**config.mk**
```make
export PLATFORM = sky130hd
export DESIGN_NAME = servo_pwm_driver_flat
export DESIGN_NICKNAME = d
export VERILOG_FILES = /design/src/rtl/servo_pkg.sv /design/src/rtl/servo_pwm_driver_if.sv /design/src/rtl/servo_channel.sv /design/src/rtl/servo_pwm_driver.sv /design/src/flat_wrapper.sv
export SDC_FILE = /design/constraint.sdc
export NUM_CORES = 1
export LEC_CHECK = 0
export BUFFER_PORTS_ARGS = -buffer_cell sky130_fd_sc_hd__buf_2
export CAP_MARGIN = 30
export CORE_AREA = 2 2 134 136
export DETAILED_ROUTE_END_ITERATION = 6
export DIE_AREA = 0 0 136 138
export PLACE_DENSITY = 0.83
export SLEW_MARGIN = 25
export SYNTH_ARGS = -nofsm -noshare
export SYNTH_HDL_FRONTEND = slang
export SYNTH_HIERARCHICAL = 1
export SYNTH_SLANG_ARGS = --single-unit
export TNS_END_PERCENT = 1
```
**constraint.sdc**
```tcl
create_clock -name clk -period 11.5 [get_ports clk]
set_clock_uncertainty 0.15 [all_clocks]
set_input_delay 1.15 -clock clk [delete_from_list [all_inputs] [get_ports clk]]
set_output_delay 1.15 -clock clk [all_outputs]
set_load 0.01 [all_outputs]
```
**src/rtl/servo_pkg.sv**
```systemverilog
// rtl/servo_pkg.sv - shared pulse type, default limits and clamp helper for the servo PWM driver
package servo_pkg;

    typedef logic [23:0] pulse_t;

    localparam pulse_t DEF_PERIOD_CYCLES = 24'd1000000;
    localparam pulse_t DEF_MIN_PULSE     = 24'd50000;
    localparam pulse_t DEF_MAX_PULSE     = 24'd250000;
    localparam pulse_t DEF_RESET_PULSE   = 24'd120000;
    localparam pulse_t DEF_SLEW_STEP     = 24'd2000;

    function automatic pulse_t clamp_pulse(input pulse_t value, input pulse_t lo, input pulse_t hi);
        if (value < lo)
            return lo;
        else if (value > hi)
            return hi;
        else
            return value;
    endfunction

endpackage

```
**src/rtl/servo_pwm_driver_if.sv**
```systemverilog
// rtl/servo_pwm_driver_if.sv - command inputs and PWM/status outputs of the servo PWM driver
interface servo_pwm_driver_if;
    import servo_pkg::*;

    pulse_t shoulder_angle;
    pulse_t elbow_angle;
    logic   enable;
    logic   shoulder_pwm;
    logic   elbow_pwm;
    logic   frame_start;
    logic   busy;

    modport master (
        output shoulder_angle, elbow_angle, enable,
        input  shoulder_pwm, elbow_pwm, frame_start, busy
    );

    modport slave (
        input  shoulder_angle, elbow_angle, enable,
        output shoulder_pwm, elbow_pwm, frame_start, busy
    );

endinterface

```
**src/rtl/servo_channel.sv**
```systemverilog
// rtl/servo_channel.sv - one joint: clamp, per-frame move of cur toward target (slewed when SLEW_LIMIT_EN), registered PWM and busy
module servo_channel
    import servo_pkg::*;
#(
    parameter pulse_t MIN_PULSE   = DEF_MIN_PULSE,
    parameter pulse_t MAX_PULSE   = DEF_MAX_PULSE,
    parameter pulse_t RESET_PULSE = DEF_RESET_PULSE,
    parameter pulse_t SLEW_STEP   = DEF_SLEW_STEP
) (
    input  logic   clk,
    input  logic   reset,
    input  logic   i_frame_end,
    input  logic   i_enable,
    input  pulse_t i_angle,
    input  pulse_t i_cnt_next,
    output logic   o_pwm,
    output logic   o_busy
);

`ifdef SLEW_LIMIT_EN
    localparam pulse_t STEP = SLEW_STEP;
`else
    // A full-range step makes every move a snap to target, i.e. a single-frame jump.
    localparam pulse_t STEP = SLEW_STEP | 24'hFF_FFFF;
`endif
    localparam logic signed [24:0] STEP_S = $signed({1'b0, STEP});

    pulse_t             r_cur;
    pulse_t             w_tgt;
    pulse_t             w_cur_next;
    logic signed [24:0] w_diff;
    logic               r_pwm;
    logic               r_busy;

    assign w_tgt  = clamp_pulse(i_angle, MIN_PULSE, MAX_PULSE);
    assign w_diff = $signed({1'b0, w_tgt}) - $signed({1'b0, r_cur});

    always_comb begin
        w_cur_next = r_cur;
        if (i_frame_end) begin
            if (w_diff > STEP_S)
                w_cur_next = r_cur + STEP;
            else if (w_diff < -STEP_S)
                w_cur_next = r_cur - STEP;
            else
                w_cur_next = w_tgt;
        end
    end

    // Compare against the value cur takes on this edge so a new width starts exactly at counter 0.
    always_ff @(posedge clk) begin
        if (reset) begin
            r_cur  <= RESET_PULSE;
            r_pwm  <= 1'b0;
            r_busy <= 1'b0;
        end else begin
            r_cur  <= w_cur_next;
            r_pwm  <= i_enable && (i_cnt_next < w_cur_next);
            r_busy <= (r_cur != w_tgt);
        end
    end

    assign o_pwm  = r_pwm;
    assign o_busy = r_busy;

endmodule

```
**src/rtl/servo_pwm_driver.sv**
```systemverilog
// rtl/servo_pwm_driver.sv - frame counter, frame_start and two servo_channel instances driving shoulder/elbow PWM
module servo_pwm_driver
    import servo_pkg::*;
#(
    parameter pulse_t PERIOD_CYCLES = DEF_PERIOD_CYCLES,
    parameter pulse_t MIN_PULSE     = DEF_MIN_PULSE,
    parameter pulse_t MAX_PULSE     = DEF_MAX_PULSE,
    parameter pulse_t RESET_PULSE   = DEF_RESET_PULSE,
    parameter pulse_t SLEW_STEP     = DEF_SLEW_STEP
) (
    input  logic              clk,
    input  logic              reset,
    servo_pwm_driver_if.slave bus
);

    pulse_t r_cnt;
    pulse_t w_cnt_next;
    logic   w_frame_end;
    logic   r_frame_start;
    logic   w_sh_pwm;
    logic   w_el_pwm;
    logic   w_sh_busy;
    logic   w_el_busy;

    assign w_frame_end = (r_cnt == PERIOD_CYCLES - 24'd1);
    assign w_cnt_next  = w_frame_end ? '0 : r_cnt + 24'd1;

    always_ff @(posedge clk) begin
        if (reset) begin
            r_cnt         <= '0;
            r_frame_start <= 1'b0;
        end else begin
            r_cnt         <= w_cnt_next;
            r_frame_start <= w_frame_end;
        end
    end

    servo_channel #(
        .MIN_PULSE  (MIN_PULSE),
        .MAX_PULSE  (MAX_PULSE),
        .RESET_PULSE(RESET_PULSE),
        .SLEW_STEP  (SLEW_STEP)
    ) u_shoulder (
        .clk        (clk),
        .reset      (reset),
        .i_frame_end(w_frame_end),
        .i_enable   (bus.enable),
        .i_angle    (bus.shoulder_angle),
        .i_cnt_next (w_cnt_next),
        .o_pwm      (w_sh_pwm),
        .o_busy     (w_sh_busy)
    );

    servo_channel #(
        .MIN_PULSE  (MIN_PULSE),
        .MAX_PULSE  (MAX_PULSE),
        .RESET_PULSE(RESET_PULSE),
        .SLEW_STEP  (SLEW_STEP)
    ) u_elbow (
        .clk        (clk),
        .reset      (reset),
        .i_frame_end(w_frame_end),
        .i_enable   (bus.enable),
        .i_angle    (bus.elbow_angle),
        .i_cnt_next (w_cnt_next),
        .o_pwm      (w_el_pwm),
        .o_busy     (w_el_busy)
    );

    assign bus.shoulder_pwm = w_sh_pwm;
    assign bus.elbow_pwm    = w_el_pwm;
    assign bus.frame_start  = r_frame_start;
    assign bus.busy         = w_sh_busy | w_el_busy;

endmodule
```
**src/flat_wrapper.sv**
```systemverilog
// flat-port wrapper written by rule: the top's interface ports become plain ports
module servo_pwm_driver_flat import servo_pkg::*;
#(
    parameter pulse_t PERIOD_CYCLES = DEF_PERIOD_CYCLES,
    parameter pulse_t MIN_PULSE     = DEF_MIN_PULSE,
    parameter pulse_t MAX_PULSE     = DEF_MAX_PULSE,
    parameter pulse_t RESET_PULSE   = DEF_RESET_PULSE,
    parameter pulse_t SLEW_STEP     = DEF_SLEW_STEP
)
  (clk, reset, bus_shoulder_angle, bus_elbow_angle, bus_enable, bus_shoulder_pwm, bus_elbow_pwm, bus_frame_start, bus_busy);
  servo_pwm_driver_if bus_i ();
  input  logic clk;
  input  logic reset;
  input wire logic [$bits(bus_i.shoulder_angle)-1:0] bus_shoulder_angle;
  input wire logic [$bits(bus_i.elbow_angle)-1:0] bus_elbow_angle;
  input wire logic [$bits(bus_i.enable)-1:0] bus_enable;
  output wire logic [$bits(bus_i.shoulder_pwm)-1:0] bus_shoulder_pwm;
  output wire logic [$bits(bus_i.elbow_pwm)-1:0] bus_elbow_pwm;
  output wire logic [$bits(bus_i.frame_start)-1:0] bus_frame_start;
  output wire logic [$bits(bus_i.busy)-1:0] bus_busy;
  assign bus_i.shoulder_angle = bus_shoulder_angle;
  assign bus_i.elbow_angle = bus_elbow_angle;
  assign bus_i.enable = bus_enable;
  assign bus_shoulder_pwm = bus_i.shoulder_pwm;
  assign bus_elbow_pwm = bus_i.elbow_pwm;
  assign bus_frame_start = bus_i.frame_start;
  assign bus_busy = bus_i.busy;
  servo_pwm_driver #(.PERIOD_CYCLES(PERIOD_CYCLES), .MIN_PULSE(MIN_PULSE), .MAX_PULSE(MAX_PULSE), .RESET_PULSE(RESET_PULSE), .SLEW_STEP(SLEW_STEP)) u_core (.clk(clk), .reset(reset), .bus(bus_i));
endmodule
```
==> impl_metrics.env, run 1 <==
export IMPL_antenna_found_initial=0
export IMPL_status="complete, but fails checks"
export IMPL_cts_tree="yes"
export IMPL_grt_pass1_wl_mm=53.80
export IMPL_initial_core_util=0.5818
export IMPL_fmax_mhz=115.7
export IMPL_ctsResizeCount=0
export IMPL_nNetsFinal=1592
export IMPL_globalplace_congestion=0.9869
export IMPL_vias_per_cell=6.749
export IMPL_cp_max_fo=41
export IMPL_ys_ff_latch=77
export IMPL_holdPathStages=2
export IMPL_r2r_slack_ns=4.88
export IMPL_setup_viol=0
export IMPL_leakagePower_uw=0.004623
export IMPL_cts_max_level=3
export IMPL_drive_gt1_frac=0.08915
export IMPL_coreArea_um2=17530
export IMPL_tightest_slew_ns=0.8173
export IMPL_seq_area_um2=1541
export IMPL_syn_inst=1431
export IMPL_grt_start_max_net_pins=59
export IMPL_avgSynthCellArea_um2=7.129
export IMPL_synth_edf_count=0
export IMPL_finalHoldViolations=0
export IMPL_num_antenna_cells=0
export IMPL_post_drt_wl_per_cell_um=20.16
export IMPL_hold_ws_ns=0.3539
export IMPL_wl_mm=33.79
export IMPL_r2r_start="u_core/u_elbow/r_cur[5]"
export IMPL_insertion_delay_ns=0.35
export IMPL_cts_root_buf="clkbuf_16"
export IMPL_fin_crit_ns=8.644
export IMPL_synthesis_area_um2=10200
export IMPL_critPathLaunch="bus_elbow_angle[10]"
export IMPL_rows=49
export IMPL_cp_data_required_time_ns=11.58
export IMPL_post_route_period_util=0.7517
export IMPL_synthFlopType="dfxtp_1"
export IMPL_cts_buffers=9
export IMPL_powerDensity_nw_per_um2=61.39
export IMPL_numPortBuffers=54
export IMPL_drv_slew=0
export IMPL_clockBufferDepth=2
export IMPL_cts_setup_buffers=0
export IMPL_arrival_ns=8.72
export IMPL_ff2ff_path_depth=22
export IMPL_n_fill_cell=1628
export IMPL_drt_iter0_markers=1125
export IMPL_synthArstFlopShare=0
export IMPL_min_delay_start="u_core/r_cnt[19]"
export IMPL_io_pins=55
export IMPL_ys_seq_area_frac=0.1511
export IMPL_syn_to_final_growth_pct=6.403
export IMPL_multi_input_area_um2=8080
export IMPL_path_clk_slew_ns=0.07
export IMPL_path_class="in2reg"
export IMPL_dieArea_um2=18770
export IMPL_rsz0062_at_grt="no"
export IMPL_dpl_hpwl_mm=26.35
export IMPL_grt_pass1_vias=10450
export IMPL_via_count=11312
export IMPL_yosys_warnings=6
export IMPL_drt_pass1_iter_count=7
export IMPL_cap_violations=0
export IMPL_relSlewSlack=0.4465
export IMPL_violations="DRC"
export IMPL_hold_class="reg2reg"
export IMPL_end_kind="flop"
export IMPL_peakVddDrop_v=0.00007732
export IMPL_cts_sinks=77
export IMPL_die_width_um=136
export IMPL_cts_hold_repair_buffers=0
export IMPL_tns_ns=0
export IMPL_grt_use_total=0.3556
export IMPL_netlist_cell_type_count=94
export IMPL_grt_overflow=0
export IMPL_worst_setup_path_start_kind="input pin"
export IMPL_drcViolationCount=6
export IMPL_die_height_um=138
export IMPL_ant_nets=0
-- cell usage in the layout (no fill, tap or decap), types with 7 or more instances in the layout --
cell type	netlist	final
or2_2	10	10
o2111ai_1	8	8
nor4_1	18	18
and2_1	11	11
o21a_1	20	20
inv_1	78	78
buf_2	3	54
or4_1	21	21
o21ai_0	58	58
a21o_1	39	39
nor2_1	128	127
nand3b_1	7	7
ha_1	99	99
mux2_2	8	8
conb_1	2	12
nand4_1	38	38
xor2_1	19	19
o21bai_1	10	10
buf_4	0	7
a211oi_1	13	13
or3_1	26	26
and3_1	47	47
nand2_1	118	118
nor3_1	52	52
a21oi_1	125	125
dfxtp_1	77	77
a2bb2oi_1	7	7
xnor2_1	17	17
nand2b_1	32	32
nand3_1	63	63
a31o_1	7	7
o31ai_1	11	11
o211ai_1	10	10
a31oi_1	9	9
nor2b_1	24	24
mux2i_1	16	16
clkbuf_16	0	9
-- worst max-delay path: stages --
cell	delay, ns
buf_2	0.12
nor4_2	0.30
nor2b_1	0.10
o311ai_1	0.69
and2_1	0.42
and3_1	0.22
ha_1	0.35
a211o_1	0.33
a21oi_1	0.16
nor3b_1	0.49
o41ai_2	0.23
a21o_1	0.22
a2111oi_0	0.39
o2111ai_1	0.21
nor4_2	0.51
nand4_2	0.15
buf_4	0.29
mux2_2	0.33
and2_1	0.14
ha_1	0.26
o21ai_0	0.09
nand2b_1	0.08
a21oi_1	0.06
or4b_2	0.68
or2_2	0.32
a2111oi_0	0.35
nor2_1	0.06
-- final cells by class --
type	count	share of cell area
multi-input combinational	1211	0.7444
timing repair buffer	61	0.02974
inverter	82	0.02836
clock inverter	6	0.007032
clock buffer	10	0.02202
sequential	77	0.1420
tap	229	0.02640
-- path summary, 6_finish.rpt --
check | end
worst max register to register | u_core/u_elbow/o_pwm
worst max-delay path | u_core/u_elbow/o_pwm
worst min-delay path | u_core/r_cnt[19]
worst min register to register | u_core/r_cnt[19]
-- synth_stat cells, types with 5 or more instances --
cell | n | area share
o2111ai_1 | 8 | 0.0069
xnor2_1 | 17 | 0.015
nor2_1 | 128 | 0.047
o21ai_0 | 58 | 0.028
a21o_1 | 39 | 0.029
and2_1 | 11 | 0.0067
a221oi_1 | 5 | 0.0043
a211oi_1 | 13 | 0.0096
o211ai_1 | 10 | 0.0074
and3_1 | 47 | 0.029
a2111o_1 | 6 | 0.0066
mux2i_1 | 16 | 0.016
o21bai_1 | 10 | 0.0074
o31ai_1 | 11 | 0.0081
nor3_1 | 52 | 0.026
or4_1 | 21 | 0.015
or2_2 | 10 | 0.0061
or4_4 | 5 | 0.0055
a21oi_1 | 125 | 0.061
inv_1 | 78 | 0.029
nand4b_1 | 5 | 0.0043
ha_1 | 99 | 0.12
nand4_1 | 38 | 0.023
or3_1 | 26 | 0.016
nand2_1 | 118 | 0.043
mux2_2 | 8 | 0.0088
nor4_1 | 18 | 0.011
and4_1 | 6 | 0.0052
nor4_2 | 6 | 0.0074
a31oi_1 | 9 | 0.0055
nor2b_1 | 24 | 0.015
clkbuf_1 | 58 | 0.021
buf_6 | 6 | 0.0066
nand3_1 | 63 | 0.031
a2bb2oi_1 | 7 | 0.0060
nand3b_1 | 7 | 0.0052
o31a_1 | 6 | 0.0052
dfxtp_1 | 77 | 0.15
nand2b_1 | 32 | 0.020
o22ai_1 | 6 | 0.0037
a31o_1 | 7 | 0.0060
nor3b_1 | 5 | 0.0037
xor2_1 | 19 | 0.016
o21a_1 | 20 | 0.015
-- kinds of logic after synthesis --
family                     share of synthesized area
AOI/OAI and AO/OA                             0.2663
xor gates and xnor gates                     0.03091
adders and majority gates                     0.1224
buffers and inverters                        0.06120
DFF                                           0.1511
muxes                                        0.02563
other                                      0.0007362
and+or+nand+nor                               0.3417
-- power breakdown --
part           leakage [uW]  switching, uW  total [uW]  internal [uW]
Clock              0.000156            132         311            179
Sequential         0.000623           2.50         271            268
Combinational       0.00384           52.6        84.4           31.8
-- flip-flops by register name, summed over array words and instances, names as in the netlist --
signal and cells:
u_core/u_elbow/r_cur 24, u_core/u_shoulder/o_pwm 1, u_core/u_elbow/o_pwm 1, u_core/u_shoulder/r_cur 24
u_core/u_elbow/o_busy 1, u_core/r_cnt 24, u_core/bus.frame_start 1, u_core/u_shoulder/o_busy 1
-- stage by stage --
step,utilization,total power (uW),cells,setup WS [ns],area (um^2)
after global routing,0.6190,687.5,1676,2.356,10850
after global placement,0.6006,355.6,1659,2.777,10530
after CTS,0.6186,664.7,1675,3.031,10850
after floorplan,-,327.2,1441,3.631,10240
final,0.6190,666.3,1676,2.856,10850
after detailed placement,0.6006,357.3,1659,2.706,10530
-- per-layer routing --
layer,routed length [um],global-route usage
met1,13590,0.4398
met4,1970,0.1886
met2,15790,0.5922
met3,2446,0.05207
met5,0,0
Note: power is estimated with default switching activity, not from simulation.
==> run 2: changes to the inputs <==
==> constraint.sdc (replaced) <==
create_clock -name clk -period 8.96 [get_ports clk]
set_clock_uncertainty 0.15 [all_clocks]
set_input_delay 0.896 -clock clk [delete_from_list [all_inputs] [get_ports clk]]
set_output_delay 0.896 -clock clk [all_outputs]
set_load 0.01 [all_outputs]
==> run 2 against run 1 <==
  * The run now ends clean
  * Flip-flop and latch count unchanged
  * Hold slack got worse by 0.0026 ns
  * First-iteration DRC count decreased by 13%
  * Cell count up 0.18%
  * Die area unchanged
  * Critical path type unchanged
  * Highest routed layer unchanged
==> impl_metrics.env, run 2 (same netlist as run 1, synthesis figures left out) <==
export IMPL_status="complete, no violations"
export IMPL_place_ws_ns=0.2344
export IMPL_drv_slew=0
export IMPL_tightest_slew_ns=0.7329
export IMPL_io_pins=55
export IMPL_rsz0062_at_grt="no"
export IMPL_cts_max_level=3
export IMPL_arrival_ns=8.44
export IMPL_hold_class="reg2reg"
export IMPL_relSlewSlack=0.5084
export IMPL_ff2ff_path_depth=20
export IMPL_path_clk_slew_ns=0.06
export IMPL_antenna_found_initial=0
export IMPL_rows=49
export IMPL_post_drt_wl_per_cell_um=20.23
export IMPL_worst_setup_path_start_kind="input pin"
export IMPL_p_clk_frac=0.492
export IMPL_globalplace_congestion=0.9811
export IMPL_finalHoldViolations=0
export IMPL_n_fill_cell=1600
export IMPL_ant_nets=0
export IMPL_fin_crit_ns=8.358
export IMPL_drcViolationCount=0
export IMPL_nNetsFinal=1595
export IMPL_die_width_um=136
export IMPL_setup_ws_ns=0.6025
export IMPL_cap_violations=0
export IMPL_setup_viol=0
export IMPL_r2r_slack_ns=2.13
export IMPL_die_height_um=138
export IMPL_path_class="in2reg"
export IMPL_initial_core_util=0.5818
export IMPL_holdPathStages=1
export IMPL_grt_use_total=0.3525
export IMPL_drt_iter0_markers=981
export IMPL_wl_mm=33.97
export IMPL_grt_pass1_wl_mm=53.06
export IMPL_leakagePower_uw=0.004653
export IMPL_switching_share=0.2624
export IMPL_insertion_delay_ns=0.35
export IMPL_grt_pass1_vias=10496
export IMPL_syn_to_final_growth_pct=7.040
export IMPL_cp_data_required_time_ns=9.04
export IMPL_clockBufferDepth=2
export IMPL_powerDensity_nw_per_um2=82.17
export IMPL_p_sw_uw=235.4
export IMPL_via_count=11332
export IMPL_cts_tree="yes"
export IMPL_grt_overflow=0
export IMPL_end_kind="flop"
export IMPL_coreArea_um2=17530
export IMPL_top_regs="u_core/r_cnt (24), u_core/u_elbow/r_cur (24), u_core/u_shoulder/r_cur (24)"
export IMPL_peakVddDrop_v=0.0001200
export IMPL_p_int_uw=661.8
export IMPL_num_antenna_cells=0
export IMPL_layout_commonest_cell="nor2_1"
export IMPL_drive_gt1_frac=0.09172
export IMPL_cts_root_buf="clkbuf_16"
export IMPL_vias_per_cell=6.749
export IMPL_dieArea_um2=18770
export IMPL_cts_buffers=9
export IMPL_drt_pass1_iter_count=6
export IMPL_cts_sinks=77
export IMPL_grt_start_max_net_pins=73
export IMPL_fmax_mhz=119.7
export IMPL_numPortBuffers=54
export IMPL_layout_common_cells="nor2_1 (127), a21oi_1 (125), nand2_1 (118)"
export IMPL_post_route_period_util=0.9328
export IMPL_dpl_hpwl_mm=26.72
export IMPL_p_comb_frac=0.120
export IMPL_cp_max_fo=18
export IMPL_tns_ns=0
export IMPL_seqPwrFrac=0.387
-- run 2: cell types whose count changed in the layout (fill, tap and decap cells not counted) --
cell / delta
a311oi_1: -1
o21bai_1: -1
clkbuf_8: -1
o21bai_2: +1
inv_6: -2
bufinv_16: +2
a311oi_2: +1
clkbuf_1: +1
buf_4: +3
-- run 2: area by class of cell --
class | instances | area, um^2 | share of cell area
clock buffer | 10 | 229.0 | 0.02097
clock inverter | 6 | 118.9 | 0.01089
inverter | 82 | 307.8 | 0.02819
multi-input combinational | 1211 | 8090 | 0.7409
sequential | 77 | 1541 | 0.1412
tap | 229 | 286.5 | 0.02624
timing repair buffer | 64 | 345.3 | 0.03163
-- run 2: final timing paths --
kind                                         startpoint                 endpoint
worst min register to register          u_core/r_cnt[0]          u_core/r_cnt[0]
worst min-delay path                    u_core/r_cnt[0]          u_core/r_cnt[0]
worst max register to register  u_core/u_elbow/r_cur[5]     u_core/u_elbow/o_pwm
worst max-delay path              bus_shoulder_angle[1]  u_core/u_shoulder/o_pwm
-- run 2: stage by stage --
step	total power, uW	instance area (um^2)	cells	utilization	hold slack, ns
floorplan	419.9	10240	1441	-	0.3024
global placement	456.4	10560	1663	0.6023	0.3249
detailed placement	458.3	10560	1663	0.6023	0.3313
CTS	898.3	10910	1679	0.6222	0.3485
global route	926.5	10920	1679	0.6227	0.3934
finish	897.3	10920	1679	0.6227	0.3513
-- run 2: timing repair --
action / 4_1_cts / 5_1_grt
resized for setup: 0 / 1
endpoints found under the setup margin: 0 / 1
setup buffers: 0 / 0
hold buffers: 0 / 0
-- run 2: critical path, stage by stage --
cell and delay [ns]:
buf_2 0.14, or4b_1 0.56, nor4_2 0.32, o31ai_1 0.21, or3_1 0.44, ha_1 0.47
nand2_1 0.20, a311oi_2 0.38, a21oi_1 0.15, o31a_1 0.26, a31oi_1 0.28, mux2_2 0.37
nor4_1 0.50, nand4b_1 0.23, or3_1 0.64, buf_4 0.30, a21o_1 0.17, and2_1 0.15
ha_1 0.27, nand4_1 0.10, or2_2 0.34, or4_1 0.56, a21oi_1 0.20, a2111oi_0 0.10
o221ai_1 0.12, a21oi_1 0.06
-- run 2: power by group through the flow --
stage / clock [uW] / combinational [uW] / sequential (uW)
after global routing: 461 / 118 / 348
after global placement: 0 / 101 / 355
after floorplan: 0 / 65.2 / 355
after detailed placement: 0 / 103 / 355
final: 442 / 108 / 348
after CTS: 447 / 103 / 348
-- run 2: layer usage --
metal / wire [um] / up-vias / global-route usage
met5: 0 / - / 0
met1: 13460 / 5251 / 0.4167
met3: 2421 / 144 / 0.05941
met2: 16150 / 576 / 0.6012
li1: - / 5361 / -
met4: 1935 / 0 / 0.1930
